===== src/rtl/tile_rom_arbiter.sv =====
`default_nettype none
// ============================================================================
// Module   : tile_rom_arbiter
// Purpose  : Shares the tile-graphics ROM port between video tile fetches
//            (priority) and CPU ROM readback, with an aging counter that
//            forces a starved CPU request ahead of video.
// Options  : TILE_ARB_LASTADDR_CACHE_EN - one-entry last-video-address tag.
// Revision : 1.0 - initial release
// ============================================================================
module tile_rom_arbiter #(
    parameter int AW           = 18,
    parameter int DW           = 32,
    parameter int CPU_MAX_WAIT = 16
) (
    input  logic          clk,
    input  logic          reset,
    input  logic          vid_req,
    input  logic [AW-1:0] vid_addr,
    output logic [DW-1:0] vid_data,
    output logic          vid_valid,
    output logic          vid_overrun,
    input  logic          ovr_clr,
    input  logic          cpu_req,
    input  logic [AW-1:0] cpu_addr,
    output logic [DW-1:0] cpu_data,
    output logic          cpu_ack,
    output logic          mem_req,
    output logic [AW-1:0] mem_addr,
    input  logic          mem_ack,
    input  logic [DW-1:0] mem_dout
);

    localparam int             WCW        = $clog2(CPU_MAX_WAIT + 1);
    localparam logic [WCW-1:0] C_WAIT_MAX = WCW'(CPU_MAX_WAIT);

    typedef enum logic [1:0] {
        S_IDLE = 2'd0,
        S_VID  = 2'd1,
        S_CPU  = 2'd2
    } state_t;

    state_t         state_q;
    logic [AW-1:0]  vid_addr_q;
    logic           vid_pend_q;
    logic           vid_pend_d;
    logic           vid_overrun_q;
    logic           vid_overrun_d;
    logic [WCW-1:0] wait_cnt_q;
    logic [WCW-1:0] wait_cnt_d;
    logic           mem_req_q;
    logic [AW-1:0]  mem_addr_q;
    logic [DW-1:0]  vid_data_q;
    logic           vid_valid_q;
    logic [DW-1:0]  cpu_data_q;
    logic           cpu_ack_q;

    logic           w_vid_hit;
    logic           w_vid_new;
    logic           w_vid_any;
    logic           w_cpu_go;
    logic           w_vid_go;
    logic [AW-1:0]  w_vid_grant_addr;

`ifdef TILE_ARB_LASTADDR_CACHE_EN
    logic [AW-1:0]  tag_q;
    logic           tag_vld_q;

    assign w_vid_hit = vid_req & tag_vld_q & (vid_addr == tag_q);

    // Only completed video fetches refresh the tag; CPU reads never do.
    always_ff @(posedge clk or posedge reset) begin
        if (reset) begin
            tag_q     <= '0;
            tag_vld_q <= 1'b0;
        end else if ((state_q == S_VID) && mem_ack) begin
            tag_q     <= mem_addr_q;
            tag_vld_q <= 1'b1;
        end
    end
`else
    assign w_vid_hit = 1'b0;
`endif

    always_comb begin
        // A fresh vid_req counts as pending this cycle so an idle port
        // issues it on the very next edge.
        w_vid_new        = vid_req & ~w_vid_hit;
        w_vid_any        = vid_pend_q | w_vid_new;
        w_cpu_go         = (state_q == S_IDLE) & cpu_req & ~cpu_ack_q &
                           ((wait_cnt_q >= C_WAIT_MAX) | ~w_vid_any);
        w_vid_go         = (state_q == S_IDLE) & ~w_cpu_go & w_vid_any;
        w_vid_grant_addr = vid_pend_q ? vid_addr_q : vid_addr;

        vid_pend_d = vid_pend_q;
        if (w_vid_new) begin
            vid_pend_d = ~(w_vid_go & ~vid_pend_q);
        end else if (w_vid_go) begin
            vid_pend_d = 1'b0;
        end

        // Set has priority over clear.
        vid_overrun_d = vid_overrun_q;
        if (ovr_clr) begin
            vid_overrun_d = 1'b0;
        end
        if (w_vid_new & vid_pend_q & ~w_vid_go) begin
            vid_overrun_d = 1'b1;
        end

        wait_cnt_d = wait_cnt_q;
        if (w_cpu_go | ~cpu_req) begin
            wait_cnt_d = '0;
        end else if ((state_q != S_CPU) & ~cpu_ack_q & (wait_cnt_q < C_WAIT_MAX)) begin
            wait_cnt_d = wait_cnt_q + 1'b1;
        end
    end

    always_ff @(posedge clk or posedge reset) begin
        if (reset) begin
            state_q       <= S_IDLE;
            vid_addr_q    <= '0;
            vid_pend_q    <= 1'b0;
            vid_overrun_q <= 1'b0;
            wait_cnt_q    <= '0;
            mem_req_q     <= 1'b0;
            mem_addr_q    <= '0;
            vid_data_q    <= '0;
            vid_valid_q   <= 1'b0;
            cpu_data_q    <= '0;
            cpu_ack_q     <= 1'b0;
        end else begin
            vid_pend_q    <= vid_pend_d;
            vid_overrun_q <= vid_overrun_d;
            wait_cnt_q    <= wait_cnt_d;
            if (w_vid_new) begin
                vid_addr_q <= vid_addr;
            end
            vid_valid_q <= w_vid_hit;
            cpu_ack_q   <= 1'b0;

            case (state_q)
                S_IDLE: begin
                    if (w_cpu_go) begin
                        state_q    <= S_CPU;
                        mem_req_q  <= 1'b1;
                        mem_addr_q <= cpu_addr;
                    end else if (w_vid_go) begin
                        state_q    <= S_VID;
                        mem_req_q  <= 1'b1;
                        mem_addr_q <= w_vid_grant_addr;
                    end
                end
                S_VID: begin
                    if (mem_ack) begin
                        state_q     <= S_IDLE;
                        mem_req_q   <= 1'b0;
                        vid_data_q  <= mem_dout;
                        vid_valid_q <= 1'b1;
                    end
                end
                S_CPU: begin
                    if (mem_ack) begin
                        state_q    <= S_IDLE;
                        mem_req_q  <= 1'b0;
                        cpu_data_q <= mem_dout;
                        cpu_ack_q  <= 1'b1;
                    end
                end
                default: begin
                    state_q   <= S_IDLE;
                    mem_req_q <= 1'b0;
                end
            endcase
        end
    end

    assign vid_data    = vid_data_q;
    assign vid_valid   = vid_valid_q;
    assign vid_overrun = vid_overrun_q;
    assign cpu_data    = cpu_data_q;
    assign cpu_ack     = cpu_ack_q;
    assign mem_req     = mem_req_q;
    assign mem_addr    = mem_addr_q;

endmodule
`default_nettype wire


===== config.mk =====
export PLATFORM = sky130hd
export DESIGN_NAME = tile_rom_arbiter
export DESIGN_NICKNAME = d
export VERILOG_FILES = /design/src/rtl/tile_rom_arbiter.sv
export SDC_FILE = /design/constraint.sdc
export NUM_CORES = 1
export LEC_CHECK = 0
export ABC_CLOCK_PERIOD_IN_PS = 4000
export BUFFER_PORTS_ARGS = -buffer_cell sky130_fd_sc_hd__buf_2
export CAP_MARGIN = 20
export CORE_ASPECT_RATIO = 1.1
export CORE_MARGIN = 2
export CORE_UTILIZATION = 50
export DETAILED_ROUTE_END_ITERATION = 8
export PLACE_DENSITY = 0.77
export REMOVE_ABC_BUFFERS = 1
export SLEW_MARGIN = 5
export SYNTH_ARGS = -nofsm -noshare
export SYNTH_HDL_FRONTEND = slang
export SYNTH_SLANG_ARGS = --single-unit

===== constraint.sdc =====
create_clock -name clk -period 4 [get_ports clk]
set_input_delay 0.8 -clock clk [delete_from_list [all_inputs] [get_ports clk]]
set_output_delay 0.8 -clock clk [all_outputs]
set_load 0.05 [all_outputs]

# ---- After elaboration in Yosys (flattened, before gate mapping)
# Cells that the tools add are included.
dict set report word_totals {
  out_inout_bits 86
  elab_cells 69
  regBits 112
  inputBits 74
}
dict set report classes {
  addsub 1
  order_cmp 2
  bitwise 20
  mux 20
  n_eq_ne 5
  n_reduce_logical 10
}
# op count
set ops {}
lappend ops {{2-to-1 mux 18 bit} 3}
lappend ops {{bitwise AND 1 bit} 10}
lappend ops {{2-to-1 mux 1 bit} 10}
lappend ops {{2-to-1 mux 5 bit} 2}
lappend ops {{AND reduction 2 bit} 4}
lappend ops {{nonzero test 2 bit} 4}
lappend ops {{NOT 1 bit} 7}
lappend ops {{2-to-1 mux 2 bit} 3}
lappend ops {{adder 5 x 1 -> 5 bit, second input constant} 1}
lappend ops {{>= comparator 5 bit, second input constant} 1}
lappend ops {{< comparator 5 bit, second input constant} 1}
lappend ops {{case mux 2 bit (2 select lines)} 1}
lappend ops {{!= test 3 bit, second input constant} 1}
lappend ops {{bitwise OR 1 bit} 3}
lappend ops {{== test 2 x 1 -> 1 bit, second input constant} 1}
lappend ops {{== test 2 bit, second input constant} 1}
lappend ops {{zero test 2 bit} 1}
lappend ops {{!= test 2 x 1 -> 1 bit, second input constant} 1}
lappend ops {{!= test 2 bit, second input constant} 1}
lappend ops {{case mux 1 bit (2 select lines)} 1}
lappend ops {{OR reduction 2 bit} 1}

# ---- Depth between registers and ports, before layout
# Gate-level depths: netlist (run 1).
dict set report depth {
  depth_word 10
  ltp_mapped 7
  depth_no_buf 6
}

# ---- Worst setup path after synthesis (run 1)
# No wires, ideal clock.
dict set report synth_timing {
  path_kind {input-to-reg}
  from {input cpu_req}
  to {register mem_addr_q[7] (netlist: mem_addr[7])}
  stages 5
  setup_time_ps 92
  required_time_ps 3908
  path_buffers 1
  arrival_time_ps 1842
  path_slack_ps 2066
  path_cell_list {nor2b_1 -> o31ai_2 -> clkbuf_1 -> nand2_1 -> o31ai_2}
}
dict set report synth_via {
  elab_chain_cells 8
  word_cells_on_any_way 9
  cone_classes {mux: 1; bitwise: 6; reduce/logical: 2}
}
# element line_no
set synth_rtl {}
lappend synth_rtl {{from (decl)} 23} ;# input logic cpu_req,
lappend synth_rtl {{bitwise AND 1 bit (*) (3 in a row)} 89} ;# w_cpu_go = (state_q == S_IDLE) & cpu_req & ~cpu_ack_q &
lappend synth_rtl {{NOT 1 bit} 91} ;# w_vid_go = (state_q == S_IDLE) & ~w_cpu_go & w_vid_any;
lappend synth_rtl {{bitwise AND 1 bit (2 in a row)} 91}
lappend synth_rtl {{nonzero test 2 bit (no source line)} n/a}
lappend synth_rtl {{AND reduction 2 bit (no source line)} n/a}
lappend synth_rtl {{to (signal assigned)} 146} ;# mem_addr_q <= cpu_addr;
lappend synth_rtl {{to (signal assigned)} 150} ;# mem_addr_q <= w_vid_grant_addr;
lappend synth_rtl {{to (decl)} 51} ;# logic [AW-1:0] mem_addr_q;
# Every way passes the cells marked *; elsewhere a longest branch is shown, timed or not.
# A chain may end at the register's enable or synchronous reset.

# ---- Worst setup path after layout (run 1)
dict set report layout_timing {
  from {input vid_req}
  to {register vid_pend_q}
}
dict set report layout_via {
  elab_chain_cells 10
  word_cells_on_any_way 11
  cone_classes {mux: 1; bitwise: 9; reduce/logical: 1}
}
# element line_no
set layout_rtl {}
lappend layout_rtl {{from (decl)} 17} ;# input logic vid_req,
lappend layout_rtl {{bitwise OR 1 bit} 88} ;# w_vid_any = vid_pend_q | w_vid_new;
lappend layout_rtl {{NOT 1 bit} 90} ;# ((wait_cnt_q >= C_WAIT_MAX) | ~w_vid_any);
lappend layout_rtl {{bitwise OR 1 bit} 90}
lappend layout_rtl {{bitwise AND 1 bit} 89}
lappend layout_rtl {{NOT 1 bit} 91}
lappend layout_rtl {{bitwise AND 1 bit (2 in a row)} 91}
lappend layout_rtl {{bitwise AND 1 bit} 96} ;# vid_pend_d = ~(w_vid_go & ~vid_pend_q);
lappend layout_rtl {{NOT 1 bit} 96}
lappend layout_rtl {{2-to-1 mux 1 bit} 95} ;# if (w_vid_new) begin
lappend layout_rtl {{to (signal assigned)} 132} ;# vid_pend_q <= vid_pend_d;
lappend layout_rtl {{to (decl)} 44} ;# logic vid_pend_q;
# Parallel ways exist; a longest one is shown, timed or not.

==> metrics.yaml, run 1 <==
outcome: "completed"
critPathKind: "in2reg"
first_pass_iters: 4
grt_pass1_wl_um: 15800
drc: 0
drv_slew: 0
fmax_mhz: 446
crit_path_end_kind: "flop"
post_cts_buffers: 0
drtIter0Drc: 72
crit_buf_inv: 2
die_y_um: 106
finalSetupViolCount: 0
utilization_pct: 63.0
rsz0062_at_grt: "false"
via_per_inst: 5.22
cts_htree_levels: 3
core_um2: 9260
area_delta_synth_final_pct: 24.4
cts_tree: "done"
io_buffers: 159
clock_sinks: 112
grt.overflow.total: 0
syn_area_um2: 4690
path_cells: "buf_2 > o21ba_2 > nand3b_1 > buf_4 > nand2_1 > maj3_1"
cts_made_buffers: 9
num-fill-cells: 792
num-nets-final: 587
vias: 3290
setup_tns_ns: 0
post_cts_resized: 0
path_clk_slew_ns: 0.11
gr-usage-all-layers_pct: 20.0
crit_fanout: 23
drive_above_1_share_pct: 54.0
pre_cts_slack_ns: 1.37
arrival_ns: 2.50
worstMarginPinSlew_ns: 0.793
ant_nets: 0
clock_skew_ns: 0.0146
dieArea_um2: 10200
worstSkewPairLatency_ns: 0.38
slowest_delay_ns: 0.44
postCtsHoldBufs: 0
syn_area_per_cell_um2: 13.4
grt_pass1_vias: 3411
final_common_cell: "buf_2"
cts_root_buf: "clkbuf_8"
slowest_stage: "buf_2"
layout_common_cells: "buf_2, dfrtp_1, mux2_2, nor2_1, nand2_1"
antenna_found_initial: 1
hpwl_um: 6890
ios: 160
rows: 37
ys_seq_elements: 112
cpLargestDelayFamily: "buffers and inverters"
wirelength_um: 9800
antenna_cells: 0
hold_path_class: "reg2reg"
cap_violations: 0
setup_ws_ns: 1.76
grt_max_degree: 58
cp-start-kind: "primary input"
wire_per_inst_um: 15.6
yosysSeqAreaShare_pct: 59.7
min_period_ns: 2.24
slew_headroom_pct: 47.1
initial_core_util_pct: 50.7
place_congestion: 0.720
synth_cell_type_count: 30
ys.warnings.count: 0
synth_cells: 350
cp_data_required_time_ns: 4.26
die-width_um: 96.4
hold_viol_final: 0
finalCritPeriodShare_pct: 56.0
clockBufferDepth: 2
==> cell type report <==
cell class | instances | area [um^2] | area share (%)
well taps | 117 | 146 | 2.51
clock buffers | 9 | 124 | 2.12
inverters | 8 | 32.5 | 0.557
repair buffers | 165 | 853 | 14.6
multi-input cells | 212 | 1790 | 30.7
clock inverters | 7 | 86.3 | 1.48
flip-flops and latches | 112 | 2800 | 48.0
==> per-stage QoR <==
| step | instance area [um^2] | instances | hold WS [ns] |
|---|---|---|---|
| finish | 5840 | 630 | 0.489 |
| floorplan | 4610 | 332 | 0.481 |
| CTS | 5840 | 630 | 0.488 |
| global placement | 5630 | 614 | 0.457 |
| detailed placement | 5630 | 614 | 0.465 |
| global route | 5840 | 630 | 0.514 |
==> kinds of logic (layout without fill, tap and decap cells) <==
logic type	after synthesis	after routing	synth area share, %
muxes	83	83	19.9
AOI/OAI and AO/OA	46	46	8.45
DFF	112	112	59.7
and+or+nand+nor	74	74	7.52
xor gates and xnor gates	3	3	0.560
buffers and inverters	26	189	2.29
adders and majority gates	6	6	1.55
==> Yosys cell counts <==
cell	number	area [um^2]
dfrtp_1	112	2800
mux2_2	82	923
nor2_1	27	101
nand2_1	22	82.6
nor2b_1	20	125
a211oi_1	18	135
o31ai_2	11	138
clkbuf_1	8	30.0
inv_1	8	30.0
o31ai_1	8	60.1
buf_1	7	26.3
ha_1	5	62.6
a21oi_1	3	15.0
buf_2	2	10.0
xor2_1	2	17.5
a32o_1	1	10.0
a41oi_1	1	8.76
buf_6	1	11.3
maj3_1	1	10.0
mux2i_1	1	10.0
nand2b_1	1	6.26
nand3b_1	1	7.51
nand4_1	1	6.26
nor3_1	1	5.00
nor3b_4	1	18.8
o21ai_0	1	5.00
o21ba_2	1	10.0
o22a_1	1	8.76
o22ai_1	1	6.26
xnor2_1	1	8.76
==> routing by layer <==
layer / up-vias / share of wire [%] / wire length, um / GRT usage, %
met2: 125 / 46 / 4510 / 31.0
met5: - / 0.11 / 11 / 0
li1: 1539 / - / - / -
met4: 2 / 2.3 / 227 / 9.15
met1: 1603 / 41 / 4040 / 24.6
met3: 21 / 10 / 1010 / 7.79
==> final timing paths <==
check | to | depth (start not counted) | slack (ns) | from
max | vid_pend_q | 6 | 1.76 | vid_req
min in group asynchronous | cpu_data[21] | 2 | 0.53 | reset
max reg2reg | mem_addr[15] | 6 | 1.83 | state_q[1]
min reg2reg | mem_addr[10] | 2 | 0.49 | mem_addr[10]
max in group asynchronous | wait_cnt_q[0] | 3 | 2.74 | reset
min | mem_addr[10] | 2 | 0.49 | mem_addr[10]
==> registers in the layout, indices dropped and copies added, names as in the netlist <==
register     count
cpu_ack          1
cpu_data        32
mem_addr        18
mem_req          1
state_q          2
vid_addr_q      18
vid_data        32
vid_overrun      1
vid_pend_q       1
vid_valid        1
wait_cnt_q       5
==> tightest hold or removal path, stage by stage, from the launching register on <==
cell,delay (ns)
dfrtp_1,0.35
nand2_1,0.05
o31ai_1,0.06
Power of run 1 is not shown: default switching activity piles up to over one toggle a cycle in this logic, so the estimate is an artifact.
==> run 2, diff against run 1 <==
--- a/config.mk
+++ b/config.mk
@@ -5,14 +5,15 @@
 export SDC_FILE = /design/constraint.sdc
 export NUM_CORES = 1
 export LEC_CHECK = 0
-export ABC_CLOCK_PERIOD_IN_PS = 4000
+export ABC_AREA = 1
+export ABC_CLOCK_PERIOD_IN_PS = 2200
 export BUFFER_PORTS_ARGS = -buffer_cell sky130_fd_sc_hd__buf_2
 export CAP_MARGIN = 20
 export CORE_ASPECT_RATIO = 1.1
 export CORE_MARGIN = 2
 export CORE_UTILIZATION = 50
 export DETAILED_ROUTE_END_ITERATION = 8
-export PLACE_DENSITY = 0.77
+export PLACE_DENSITY = 0.76
 export REMOVE_ABC_BUFFERS = 1
 export SLEW_MARGIN = 5
 export SYNTH_ARGS = -nofsm -noshare
==> constraint.sdc (replaced) <==
create_clock -name clk -period 2.2 [get_ports clk]
set_input_delay 0.44 -clock clk [delete_from_list [all_inputs] [get_ports clk]]
set_output_delay 0.44 -clock clk [all_outputs]
set_load 0.05 [all_outputs]
==> metrics.yaml, run 2 <==
num-nets-final: 805  # +37%
setup_ws_ns: 0.297  # -1.46 ns
crit_path_end_kind: "flop"
cp_data_required_time_ns: 2.49  # -1.77 ns
vias: 4264  # +30%
clock_sinks: 112  # unchanged
fmax_mhz: 525
rsz0062_at_grt: "false"
gr-usage-all-layers_pct: 22.2  # +2.2 points
synth_cell_type_count: 20  # -33%
grt_pass1_wl_um: 18900  # +20%
final_area_um2: 5900  # +1.2%
outcome: "completed"
core_um2: 9400  # +1.5%
slew_headroom_pct: 51.0  # +4.0 points
die_y_um: 107  # +1.6%
arrival_ns: 2.20  # -0.30 ns
first_pass_iters: 7  # +3
drc: 0  # unchanged
synth.top_cell.area_share_pct: 57.8  # -1.9 points
synth_edf_count: 0  # unchanged
finalCritPeriodShare_pct: 86.5
antenna_found_initial: 0  # -1
drive_above_1_share_pct: 26.0  # -28 points
cts_root_buf: "clkbuf_8"
clock_skew_ns: 0.00524  # -0.00935 ns
area_delta_synth_final_pct: 21.8
finalPower_mw: 9.90
yosysTopAreaCell: "dfrtp_1"
post_cts_buffers: 0  # unchanged
pre_cts_slack_ns: 0.279  # -1.09 ns
ys_seq_elements: 112  # unchanged
critPathKind: "reg2reg"
grt_pass1_vias: 4142  # +21%
ios: 160  # unchanged
die-width_um: 97.9  # +1.6%
p_leak_nw: 3.40
syn_area_per_cell_um2: 8.39  # -37%
clockBufferDepth: 2  # unchanged
synthTopCellsByArea: "dfrtp_1, nand2_1, o21ai_0"
hold_path_class: "in2async"
synthTopCellsByCount: "nand2_1, dfrtp_1, o21ai_0"
powerDensity_nw_per_um2: 1680
synth_most_common_cell: "nand2_1"
wire_per_inst_um: 13.2  # -15%
drv_slew: 0  # unchanged
grt.overflow.total: 0  # unchanged
whs_ns: 0.0480  # -0.441 ns
post_cts_resized: 0  # unchanged
yosysSeqAreaShare_pct: 57.8  # -1.9 points
postCtsHoldBufs: 0  # unchanged
place_congestion: 0.866  # +20%
rows: 37  # unchanged
worstMarginPinSlew_ns: 0.733  # -0.0605 ns
min_period_ns: 1.90
cts_made_buffers: 9  # unchanged
placed_cell_area_um2: 5730  # +1.9%
cts_tree: "done"
ys.warnings.count: 0  # unchanged
ir_drop_mv: 1.21
io_buffers: 159  # unchanged
wirelength_um: 11200  # +14%
synth_cells: 578  # +65%
final_common_cell: "nand2_1"
cap_violations: 0  # unchanged
initial_core_util_pct: 51.6  # +0.90 points
grt_max_degree: 66  # +14%
drtIter0Drc: 219  # +200%
cp-start-kind: "flop"
hpwl_um: 7790  # +13%
path_clk_slew_ns: 0.10  # about the same
finalSetupViolCount: 0  # unchanged
num-fill-cells: 808  # +2.0%
hold_viol_final: 0  # unchanged
via_per_inst: 5.03  # -3.7%
async_flop_share_pct: 100  # unchanged
worstSkewPairLatency_ns: 0.37  # about the same
synth_ff_type: "dfrtp_1"
dieArea_um2: 10500  # +3.2%
crit_fanout: 22  # -4.3%
layout_common_cells: "nand2_1, buf_2, dfrtp_1, o21ai_0, inv_1"
ant_nets: 0  # unchanged
syn_area_um2: 4850  # +3.3%
cts_htree_levels: 3  # unchanged
antenna_cells: 0  # unchanged
[run 2: cell count changes after synthesis, moves of 20 or more]
cell / change
inv_1: +59
mux2_2: -82
nand2_1: +160
nand3_1: +43
nor2b_1: -20
o21ai_0: +82
[run 2: worst max-delay path, cell delays in order (launching register included)]
cell and delay, ns:
dfrtp_1 0.38, inv_1 0.07, ha_1 0.26, nand2_1 0.11, nor2_2 0.04, nand2_1 0.55
nand2_1 0.23, a21oi_1 0.19
[run 2: area by class of cell]
type,count,area (um^2),share of cell area [%]
inverters,67,254,4.30
clock inverters,6,45.0,0.763
clock buffers,10,128,2.16
repair buffers,169,896,15.2
multi-input cells,367,1630,27.6
flip-flops and latches,112,2800,47.5
well taps,117,146,2.48
[run 2: routing by layer]
metal | wire, um | global-route usage, %
met5 | 0 | 0
met4 | 202 | 8.73
met3 | 1030 | 6.10
met2 | 5080 | 34.8
met1 | 4860 | 29.6
[run 2: cells by family after synthesis]
family,count (synthesis),share of synthesized area [%]
buf+inv,99,8.62
xor+xnor,1,0.181
fa+ha+maj,5,1.29
compound gates,106,10.9
flops,112,57.8
simple gates,255,21.1
[run 2: power by group]
part	switching, mW	internal, mW	leakage [nW]
Combinational	4.22	1.22	1.91
Clock	0.695	0.419	0.0906
Sequential	0.467	2.88	1.39
[run 2: worst paths after layout]
path | start | to | slack, ns | depth (start not counted)
max reg2reg | state_q[0] | wait_cnt_q[1] | 0.30 | 7
min in group clk | ovr_clr | vid_overrun | 0.26 | 2
max in group asynchronous | reset | vid_data[1] | 1.55 | 3
min reg2reg | cpu_data[19] | cpu_data[19] | 0.49 | 2
max | state_q[0] | wait_cnt_q[1] | 0.30 | 7
min | reset | vid_data[0] | 0.05 | 2
[run 2: stage by stage]
step | utilization, % | setup TNS [ns] | instances
finish | 62.8 | 0 | 848
global route | 62.8 | 0 | 848
CTS | 62.8 | 0 | 848
detailed placement | 61.0 | 0 | 832
global placement | 61.0 | 0 | 832
floorplan | - | -139.34 | 546
No activity file was read; power rests on OpenSTA's default activity.
==> run 3, diff against run 2 <==
--- a/config.mk
+++ b/config.mk
@@ -5,7 +5,6 @@
 export SDC_FILE = /design/constraint.sdc
 export NUM_CORES = 1
 export LEC_CHECK = 0
-export ABC_AREA = 1
 export ABC_CLOCK_PERIOD_IN_PS = 2200
 export BUFFER_PORTS_ARGS = -buffer_cell sky130_fd_sc_hd__buf_2
 export CAP_MARGIN = 20
@@ -13,7 +12,7 @@
 export CORE_MARGIN = 2
 export CORE_UTILIZATION = 50
 export DETAILED_ROUTE_END_ITERATION = 8
-export PLACE_DENSITY = 0.76
+export PLACE_DENSITY = 0.77
 export REMOVE_ABC_BUFFERS = 1
 export SLEW_MARGIN = 5
 export SYNTH_ARGS = -nofsm -noshare
==> metrics.yaml, run 3 (synthesized netlist as in run 1, its figures left out) <==
finalCritPeriodShare_pct: 88.5  # +2.0 points
grt_pass1_wl_um: 16000  # -16%
hold_path_class: "in2async"
cts_tree: "done"
crit_path_end_kind: "flop"
place_inst: 617  # -26%
fmax_mhz: 514  # -2.2%
cp_data_required_time_ns: 2.47  # -0.02 ns
drive_above_1_share_pct: 53.8  # +28 points
slew_headroom_pct: 56.4  # +5.3 points
arrival_ns: 2.21  # about the same
die_y_um: 106  # -1.6%
finalSetupViolCount: 0  # unchanged
dieArea_um2: 10200  # -3.1%
cap_violations: 0  # unchanged
whs_ns: 0.0463  # -0.00172 ns
vias: 3299  # -23%
die-width_um: 96.4  # -1.5%
clock_sinks: 112  # unchanged
post_cts_resized: 0  # unchanged
grt.overflow.total: 0  # unchanged
rows: 37  # unchanged
final_area_um2: 5850  # -0.91%
antenna_found_initial: 0  # unchanged
rsz0062_at_grt: "false"
critPathKind: "reg2reg"
num-nets-final: 590  # -27%
cts_made_buffers: 9  # unchanged
gr-usage-all-layers_pct: 20.5  # -1.7 points
min_period_ns: 1.95  # +0.0430 ns
drv_slew: 0  # unchanged
hpwl_um: 7280  # -6.6%
fin_cells: 632  # -25%
area_delta_synth_final_pct: 24.7
placed_cell_area_um2: 5690  # -0.79%
clockBufferDepth: 2  # unchanged
hold_viol_final: 0  # unchanged
cts_htree_levels: 3  # unchanged
outcome: "completed"
worstMarginPinSlew_ns: 0.650  # -0.0831 ns
clock_skew_ns: 0.00689  # +0.00165 ns
core_um2: 9260  # -1.5%
crit_fanout: 14  # -36%
io_buffers: 159  # unchanged
grt_max_degree: 56  # -15%
drtIter0Drc: 88  # -60%
final_common_cell: "buf_2"
path_clk_slew_ns: 0.10  # about the same
worstSkewPairLatency_ns: 0.37  # about the same
layout_common_cells: "buf_2, dfrtp_1, mux2_2, nor2_1, nand2_1"
initial_core_util_pct: 50.7  # -0.90 points
postCtsHoldBufs: 0  # unchanged
cp-start-kind: "flop"
grt_pass1_vias: 3387  # -18%
antenna_cells: 0  # unchanged
wirelength_um: 10000  # -10%
ios: 160  # unchanged
first_pass_iters: 4  # -3
wire_per_inst_um: 15.8  # +20%
post_cts_buffers: 0  # unchanged
utilization_pct: 63.2  # +0.36 points
via_per_inst: 5.22  # +3.8%
cts_root_buf: "clkbuf_8"
place_congestion: 0.751  # -13%
ant_nets: 0  # unchanged
drc: 0  # unchanged
==> run 3: cell count changes in the layout (fill, tap and decap cells not counted), sizes merged, moves of 18 or more <==
cell    delta
nand2    -162
o21ai     -85
mux2      +82
inv       -60
nand3     -43
nor2b     +20
o31ai     +19
a211oi    +18
==> run 3: critical path, stage by stage, from the launching register on <==
cell      delay [ns]
dfrtp_1         0.40
inv_1           0.11
ha_1            0.32
nand2b_1        0.16
nor3b_4         0.33
buf_12          0.18
a211oi_1        0.06
o31ai_1         0.29
==> run 3: final cells by class <==
type	count	area (um^2)
Clock buffer	12	145
Clock inverter	3	18.8
Fill cell	764	3410
Multi-Input combinational cell	212	1790
Tap cell	117	146
Inverter	8	32.5
Timing Repair Buffer	168	913
Sequential cell	112	2800
==> run 3: worst paths after layout <==
path	from	endpoint	slack [ns]	cells past startpoint
worst max-delay path	state_q[1]	mem_addr[15]	0.25	7
worst min register to register	mem_addr[11]	mem_addr[11]	0.48	2
min in group clk	vid_addr[13]	vid_addr_q[13]	0.31	2
worst min-delay path	reset	vid_valid	0.05	2
worst max register to register	state_q[1]	mem_addr[15]	0.25	7
max in group asynchronous	reset	vid_data[11]	1.46	3
==> run 3: layer usage <==
layer	up-vias	global-route usage [%]	part of all wire, %
met1	1606	24.4	40
met3	17	6.72	10
li1	1539	-	-
met5	-	0	0
met4	0	8.45	2.1
met2	137	33.7	48
==> run 3: per-stage QoR <==
step	setup TNS [ns]	setup WS (ns)
finish	0	0.254
global route	0	0.148
CTS	0	0.234
detailed placement	0	0.256
global placement	0	0.409
floorplan	-143.82	-1.20
Power of run 3 is left out for the same reason.
